$ cat src/rtl/pipe_stage_buf_pkg.sv
// pipe_pkg: shared payload widths, field offsets and NOP payload for pipeline stage buffers
package pipe_pkg;
  localparam int MAX_W = 128;
  localparam int ALUSEL_W = 8;
  localparam int OPND_W = 32;
  localparam int WD_W = 5;
  localparam int INST_W = 32;
  localparam int BR_W = 18;
  localparam int IF_ID_PC_LSB = 0;
  localparam int IF_ID_INST_LSB = 32;
  localparam int IF_ID_W = 64;
  localparam int ID_EX_ALUSEL_LSB = 0;
  localparam int ID_EX_OP1_LSB = ID_EX_ALUSEL_LSB + ALUSEL_W;
  localparam int ID_EX_OP2_LSB = ID_EX_OP1_LSB + OPND_W;
  localparam int ID_EX_WD_LSB = ID_EX_OP2_LSB + OPND_W;
  localparam int ID_EX_WREG_LSB = ID_EX_WD_LSB + WD_W;
  localparam int ID_EX_INST_LSB = ID_EX_WREG_LSB + 1;
  localparam int ID_EX_BR_LSB = ID_EX_INST_LSB + INST_W;
  localparam int ID_EX_W = ID_EX_BR_LSB + BR_W;
  localparam int EX_MEM_WD_LSB = 0;
  localparam int EX_MEM_WREG_LSB = EX_MEM_WD_LSB + WD_W;
  localparam int EX_MEM_WDATA_LSB = EX_MEM_WREG_LSB + 1;
  localparam int EX_MEM_ALUSEL_LSB = EX_MEM_WDATA_LSB + OPND_W;
  localparam int EX_MEM_ADDR_LSB = EX_MEM_ALUSEL_LSB + ALUSEL_W;
  localparam int EX_MEM_OP2_LSB = EX_MEM_ADDR_LSB + OPND_W;
  localparam int EX_MEM_W = EX_MEM_OP2_LSB + OPND_W;
  localparam int MEM_WB_W = WD_W + 1 + OPND_W;
  typedef enum logic [1:0] {STG_IF_ID, STG_ID_EX, STG_EX_MEM, STG_MEM_WB} stage_e;
  function automatic logic [MAX_W-1:0] nop_payload();
    return '0;
  endfunction
endpackage

$ cat src/rtl/pipe_stage_buf_if.sv
// pipe_stage_buf_if: valid/ready/data handshake channel between pipeline stages
interface pipe_stage_buf_if #(parameter int DATA_W = 128);
  logic valid;
  logic ready;
  logic [DATA_W-1:0] data;
  modport master (output valid, output data, input ready);
  modport slave (input valid, input data, output ready);
endinterface

$ cat src/rtl/pipe_stage_buf_mem.sv
// pipe_buf_mem: DEPTH x DATA_W entry array, one write port, async read port
module pipe_buf_mem #(
  parameter int DATA_W = 128,
  parameter int DEPTH = 2,
  parameter int AW = 1
) (
  input  logic              clk,
  input  logic              we,
  input  logic [AW-1:0]     waddr,
  input  logic [DATA_W-1:0] wdata,
  input  logic [AW-1:0]     raddr,
  output logic [DATA_W-1:0] rdata
);
  logic [DATA_W-1:0] mem [DEPTH];
  always_ff @(posedge clk) begin
    if (we) mem[waddr] <= wdata;
  end
  assign rdata = mem[raddr];
endmodule

$ cat src/rtl/pipe_stage_buf.sv
// pipe_stage_buf: elastic DEPTH-entry in-order pipeline stage register with flush and bubble zeroing
module pipe_stage_buf
  import pipe_pkg::*;
#(
  parameter int DATA_W = 128,
  parameter int DEPTH = 2,
  parameter int ZERO_ON_BUBBLE = 1
) (
  input  logic                         clk,
  input  logic                         rst,
  input  logic                         flush,
  pipe_stage_buf_if.slave              up,
  pipe_stage_buf_if.master             dn,
  output logic [$clog2(DEPTH+1)-1:0]   count
);
  localparam int PW = DEPTH > 1 ? $clog2(DEPTH) : 1;
  localparam int CW = $clog2(DEPTH + 1);
  logic [PW-1:0] wr_ptr, rd_ptr;
  logic [DATA_W-1:0] rd_data;
  logic push, pop;
  function automatic logic [PW-1:0] inc(input logic [PW-1:0] p);
    return p == PW'(DEPTH - 1) ? '0 : p + 1'b1;
  endfunction
  assign up.ready = count < CW'(DEPTH);
  assign dn.valid = count != '0;
  assign push = up.valid & up.ready & ~flush;
  assign pop = dn.valid & dn.ready & ~flush;
  assign dn.data = dn.valid || ZERO_ON_BUBBLE == 0 ? rd_data : DATA_W'(nop_payload());
  always_ff @(posedge clk) begin
    if (rst || flush) begin
      count <= '0;
      wr_ptr <= '0;
      rd_ptr <= '0;
    end else begin
      if (push) wr_ptr <= inc(wr_ptr);
      if (pop) rd_ptr <= inc(rd_ptr);
      count <= count + CW'(push) - CW'(pop);
    end
  end
  pipe_buf_mem #(.DATA_W(DATA_W), .DEPTH(DEPTH), .AW(PW)) u_mem (
    .clk(clk), .we(push), .waddr(wr_ptr), .wdata(up.data), .raddr(rd_ptr), .rdata(rd_data)
  );
  assert property (@(posedge clk) disable iff (rst) count <= CW'(DEPTH));
  assert property (@(posedge clk) disable iff (rst) dn.valid && !dn.ready && !flush |=> $stable(dn.data));
  assert property (@(posedge clk) DEPTH >= 1 && DEPTH <= 4);
endmodule

$ cat src/flat_wrapper.sv
// flat-port wrapper written by rule: the top's interface ports become plain ports
module pipe_stage_buf_flat import pipe_pkg::*;
#(
  parameter int DATA_W = 128,
  parameter int DEPTH = 2,
  parameter int ZERO_ON_BUBBLE = 1
)
  (clk, rst, flush, count, up_valid, up_data, up_ready, dn_valid, dn_data, dn_ready);
  pipe_stage_buf_if #(.DATA_W(DATA_W)) up_i ();
  pipe_stage_buf_if #(.DATA_W(DATA_W)) dn_i ();
  input  logic clk;
  input  logic rst;
  input  logic flush;
  output logic [$clog2(DEPTH+1)-1:0] count;
  input wire logic [$bits(up_i.valid)-1:0] up_valid;
  input wire logic [$bits(up_i.data)-1:0] up_data;
  output wire logic [$bits(up_i.ready)-1:0] up_ready;
  output wire logic [$bits(dn_i.valid)-1:0] dn_valid;
  output wire logic [$bits(dn_i.data)-1:0] dn_data;
  input wire logic [$bits(dn_i.ready)-1:0] dn_ready;
  assign up_i.valid = up_valid;
  assign up_i.data = up_data;
  assign up_ready = up_i.ready;
  assign dn_valid = dn_i.valid;
  assign dn_data = dn_i.data;
  assign dn_i.ready = dn_ready;
  pipe_stage_buf #(.DATA_W(DATA_W), .DEPTH(DEPTH), .ZERO_ON_BUBBLE(ZERO_ON_BUBBLE)) u_core (.clk(clk), .rst(rst), .flush(flush), .up(up_i), .dn(dn_i), .count(count));
endmodule
$ cat config.mk
export PLATFORM = sky130hd
export DESIGN_NAME = pipe_stage_buf_flat
export DESIGN_NICKNAME = d
export VERILOG_FILES = /design/src/rtl/pipe_stage_buf_pkg.sv /design/src/rtl/pipe_stage_buf_if.sv /design/src/rtl/pipe_stage_buf_mem.sv /design/src/rtl/pipe_stage_buf.sv /design/src/flat_wrapper.sv
export SDC_FILE = /design/constraint.sdc
export NUM_CORES = 1
export LEC_CHECK = 0
export ABC_AREA = 1
export BUFFER_PORTS_ARGS = -buffer_cell sky130_fd_sc_hd__buf_2
export CAP_MARGIN = 20
export CORE_ASPECT_RATIO = 1.5
export CORE_UTILIZATION = 40
export DETAILED_ROUTE_END_ITERATION = 8
export GPL_TIMING_DRIVEN = 0
export PLACE_DENSITY_LB_ADDON = 0.08
export SYNTH_ARGS = -nofsm -noshare
export SYNTH_HDL_FRONTEND = slang
export SYNTH_SLANG_ARGS = --single-unit
$ cat constraint.sdc
create_clock -name clk -period 19.8 [get_ports clk]
set_input_delay 0.99 -clock clk [delete_from_list [all_inputs] [get_ports clk]]
set_output_delay 0.99 -clock clk [all_outputs]
set_load 0.1 [all_outputs]
After elaboration in Yosys (flattened, before gate mapping):

Memory sizes are Yosys's and may differ from the RTL's. A register that Yosys moved wholly into a read port is not among the register bits.
Index checks and enable logic that the tools add are counted.

* add/subtract/negate cells: 4
* $lt $le $gt $ge: 1
* mux-type cells: 7
* bitwise operators: 5
* reduce and logical (&&, ||, !) cells: 2

Operators by type and width (number)
* 128-bit 2-to-1 mux: 1
* 1-bit 2-to-1 mux: 6
* 1-bit AND: 4
* 1-bit adder, second input constant: 2
* 2-bit by 1-bit adder with 2-bit output: 1
* 2-bit less-than comparator, second input constant: 1
* 2-bit nonzero test: 1
* 2-bit by 1-bit subtractor with 2-bit output: 1
* 1-bit logical OR: 1
* 1-bit inverter: 1

* bits in registers: 4
* bits in writable memories: 256
* bits of input ports: 133
* output and inout port bits: 132
* word-level logic and storage cells: 23
* memories kept: 1

Memories
* u_core.u_mem.mem: words 2, bits a word 128, rd ports 1, clocked after Yosys merged registers in 1, wr ports 1, line pipe_stage_buf_mem.sv:14 `logic [DATA_W-1:0] mem [DEPTH];`

Depth between registers and ports, before layout:

* word-level depth: 5
* gate-level depth with buffers: 11
* depth with buffers taken out: 11

Cells and area by module:

From an unflattened synthesis, not the netlist that was laid out.

* cells, all modules: 980
* area, all modules: 10811.6 um2

Modules (own cells, without submodules)
* pipe_buf_mem: instances 1, cells an instance 673, area each 9459.1 um2, sequential area each 7687.4 um2
* pipe_stage_buf: instances 1, cells an instance 307, area each 1352.5 um2, sequential area each 80.1 um2

Least setup slack after synthesis:

No wires, ideal clock.

* path kind: reg-to-reg
* start: register u_core.count[1]
* end: memory u_core.u_mem.mem[0][0], enable pin
* library setup time: 0.617 ns
* arrival time: 7.054 ns
* data required time: 19.183 ns
* path slack: 12.129 ns
* cell stages (with the launch flop): 4
* path buffers: 0
* period minus slack after synthesis: 7.671 ns
* path through: dfxtp_1 -> inv_1 -> nand3_1 -> nor2_1

* cells in the longest elaborated chain, start to end: 5

Ends and longest elaborated chain
* start: declaration: line pipe_stage_buf.sv:14 `output logic [$clog2(DEPTH+1)-1:0] count`
* start signal: assignment: line pipe_stage_buf.sv:37 `count <= count + CW'(push) - CW'(pop);`
* 2-bit less-than comparator: line pipe_stage_buf.sv:24 `assign up.ready = count < CW'(DEPTH);`
* named net up_ready: line flat_wrapper.sv:17 `output wire logic [$bits(up_i.ready)-1:0] up_ready;`
* 1-bit AND (2 in a row): line pipe_stage_buf.sv:26 `assign push = up.valid & up.ready & ~flush;`
* 1-bit 2-to-1 mux: line pipe_stage_buf_mem.sv:16 `if (we) mem[waddr] <= wdata;`
* 1-bit 2-to-1 mux (not written as such): line pipe_stage_buf_mem.sv:16
* end: declaration: line pipe_stage_buf_mem.sv:14

The timed path passes the listed nets, and every way through them passes these cells.

==> flow_summary_export.csv <==
group,metric,value,unit
status,status,"completed",
timing,period_needed,3.05,ns
floorplan,die_area,25400,sq um
floorplan,rows,70,
cells_and_area,stdcell_count,1362,
drt,vias_per_cell,4.70,
drt,dr.first_iter.drc_count,276,
floorplan,io_pins,265,
cells_and_area,antenna_cells,0,
power,power_frac_clock,0.381,
setup_path,required,18.81,ns
clock_tree,cts_resized,0,
clock_tree,htree_num_levels,1,
timing,timing.final.crit_share,0.154,
setup_path,path_max_fanout,10,
place,place_inst,1316,
timing,worstMarginPinSlew,0.913,ns
cells_and_area,layout.nets,1154,
setup_path,cp_data_arrival_time,2.06,ns
logic_synthesis,syn_inst,723,
global_route,grt_max_degree,69,
setup_path,slowest_delay,0.46,ns
logic_synthesis,synth.distinct_cells,14,
clock_tree,cts_tree,"built",
clock_tree,clk_latency,0.53,ns
timing,clock.fmax,328,MHz
power,p_int,916,uW
power,p_leak,5.11,nW
cells_and_area,n_fill_cell,2184,
setup_path,startpoint_type,"flop",
run,max-cap-violations,0,
logic_synthesis,synthesis.area,9880,sq um
drt,ant_nets,0,
place,portBuffers,264,
cells_and_area,multi_input_area,1740,sq um
timing,rsz0062_at_grt,"no",
cells_and_area,syn_to_final_growth,26.8,%
setup_path,cp_slowest_cell,"buf_2",
place,placed_area,11700,sq um
cells_and_area,drive_gt1_frac,0.341,
timing,setup_violations,0,
drt,routed_wl,23200,microns
power,ir_drop,0.0722,mV
cells_and_area,post-route-cell-area,12500,sq um
floorplan,fp.dieH,195,microns
setup_path,crit_type,"reg -> out",
logic_synthesis,synth_seq_cells,261,
logic_synthesis,ys_warn_count,0,
timing,slew_headroom,0.390,
logic_synthesis,synth_nets,858,
logic_synthesis,ys.flop_type,"edfxtp_1",
drt,routedWlPerCell,17.0,microns
setup_path,crit_family,"buffers and inverters",
setup_path,crit_chain,"buf_4 > buf_4 > nand2_1 > a21oi_1 > buf_2",
timing,tns,0,ns
power,power_switching,304,uW
drt,drt_first_pass_iters,4,
clock_tree,cts.sinks,261,
clock_tree,cts-hold-fix-buffers,0,
place,dp_slack,16.85,ns
floorplan,initial_core_util,0.406,
power,p_per_area,97.3,nW/um^2
global_route,overflow,0,
place,hpwl,15700,microns
setup_path,crit_top_cell,"buf_4",
clock_tree,numCtsBuffers,25,
global_route,track_usage,0.181,
logic_synthesis,synth-seq-area-share,0.788,
power,p_sw_frac,0.249,
floorplan,die_w,130,microns
clock_tree,clk_pin_slew,0.06,ns
floorplan,fp.coreArea,24300,sq um
global_route,grt_first_pass_wirelength,34600,microns
logic_synthesis,yosysTopAreaCellShare,0.778,
cells_and_area,regArea,7790,sq um
clock_tree,cts_buffer_depth,3,
global_route,antenna_found_initial,2,
logic_synthesis,yosys.area.top_type,"edfxtp_1",
logic_synthesis,yosysMostFrequentCell,"nand2_1",
setup_path,rrSetupSlack,17.63,ns
drt,num_vias,6401,
setup_path,worst-path-buf-inv,3,
logic_synthesis,synthTopCellsByCount,"nand2_1, edfxtp_1, a21oi_1",
logic_synthesis,synth_area_leaders,"edfxtp_1, nand2_1, a21oi_1, buf_4, dfxtp_1",
timing,timing.final.ws_setup,16.75,ns
setup_path,endpoint_kind,"output port",
timing,hold_viol,0,
power,comb_power_share,0.105,
logic_synthesis,synth_edf_count,256,
logic_synthesis,synth_async_sr_flop_share,0,
power,power_frac_seq,0.514,
clock_tree,root_buffer,"clkbuf_16",
global_route,grt_pass1_vias,6480,
timing,drv_slew,0,
hold_path,hold_path.class,"reg -> reg",
place,finalWeightedCongestion,0.736,
timing,clock_skew,0.0216,ns
logic_synthesis,syn_avg_cell_area,13.7,sq um
clock_tree,cts_setup_buffers,0,
power,p_total,1.22,mW
drt,route.detailed.drc,0,
==> power groups by stage <==
stage	sequential, mW	combinational (mW)	clock [mW]
floorplan	0.642	0.0915	0
global placement	0.644	0.126	0
detailed placement	0.639	0.130	0
CTS	0.627	0.130	0.477
global route	0.628	0.136	0.495
finish	0.627	0.128	0.465
==> per-layer routing <==
layer  share of wire  wire length, microns  global-route usage  vias up
li1                -                     -                   -     3144
met1            0.36                  8400               0.194     3023
met2            0.53                 12300               0.336      202
met3           0.087                  2020              0.0578       28
met4           0.017                   386              0.0498        4
met5         0.00095                    22                   0        -
==> per-stage QoR <==
step                hold WS (ns)  utilization
floorplan                  0.467            -
global placement           0.483        0.477
detailed placement         0.513        0.482
CTS                        0.528        0.515
global route               0.557        0.515
finish                     0.511        0.515
==> path summary, 6_finish.rpt <==
kind,startpoint,endpoint,cells after the start
min reg2reg,u_core.rd_ptr,flop,2
min,u_core.rd_ptr,flop,2
max,flop,dn_data[14],5
max reg2reg,u_core.count[1],u_core.u_mem.mem[0][32],5
==> state kept, by name (all words and copies together), names as in the netlist, named ones only <==
| signal | count |
|---|---|
| u_core.rd_ptr | 1 |
| u_core.u_mem.mem | 256 |
| u_core.count | 2 |
| u_core.wr_ptr | 1 |
==> cell usage in the layout (no fill, tap or decap), types with 3 or more instances in the layout <==
cell	synthesis	layout
clkinv_2	0	7
buf_6	3	3
buf_12	0	4
a21oi_1	129	129
dfxtp_1	5	5
clkbuf_4	4	4
nand3_1	3	3
nand2_1	263	263
clkbuf_1	0	4
edfxtp_1	256	256
inv_1	10	9
buf_4	35	35
clkbuf_16	0	25
nor2_1	10	9
buf_2	0	264
==> cell families (layout without fill, tap and decap cells) <==
family | Yosys count | count (layout) | synth area share
flops | 261 | 261 | 0.788
fa+ha+maj | 2 | 2 | 0.00253
simple gates | 279 | 279 | 0.107
buf+inv | 52 | 367 | 0.0368
compound gates | 129 | 129 | 0.0653
==> area by class of cell <==
cell class,count,area share
clock buffers,31,0.0533
repair buffers,269,0.114
multi-input cells,410,0.139
well taps,324,0.0323
inverters,10,0.00339
flip-flops and latches,261,0.621
clock inverters,15,0.0108
plain buffers,42,0.0261
==> tightest hold or removal path: stages (launching register included) <==
cell and delay [ns]:
dfxtp_1 0.33, nor2_1 0.06, nor2_1 0.09
Note: power is estimated with default switching activity, not from simulation.
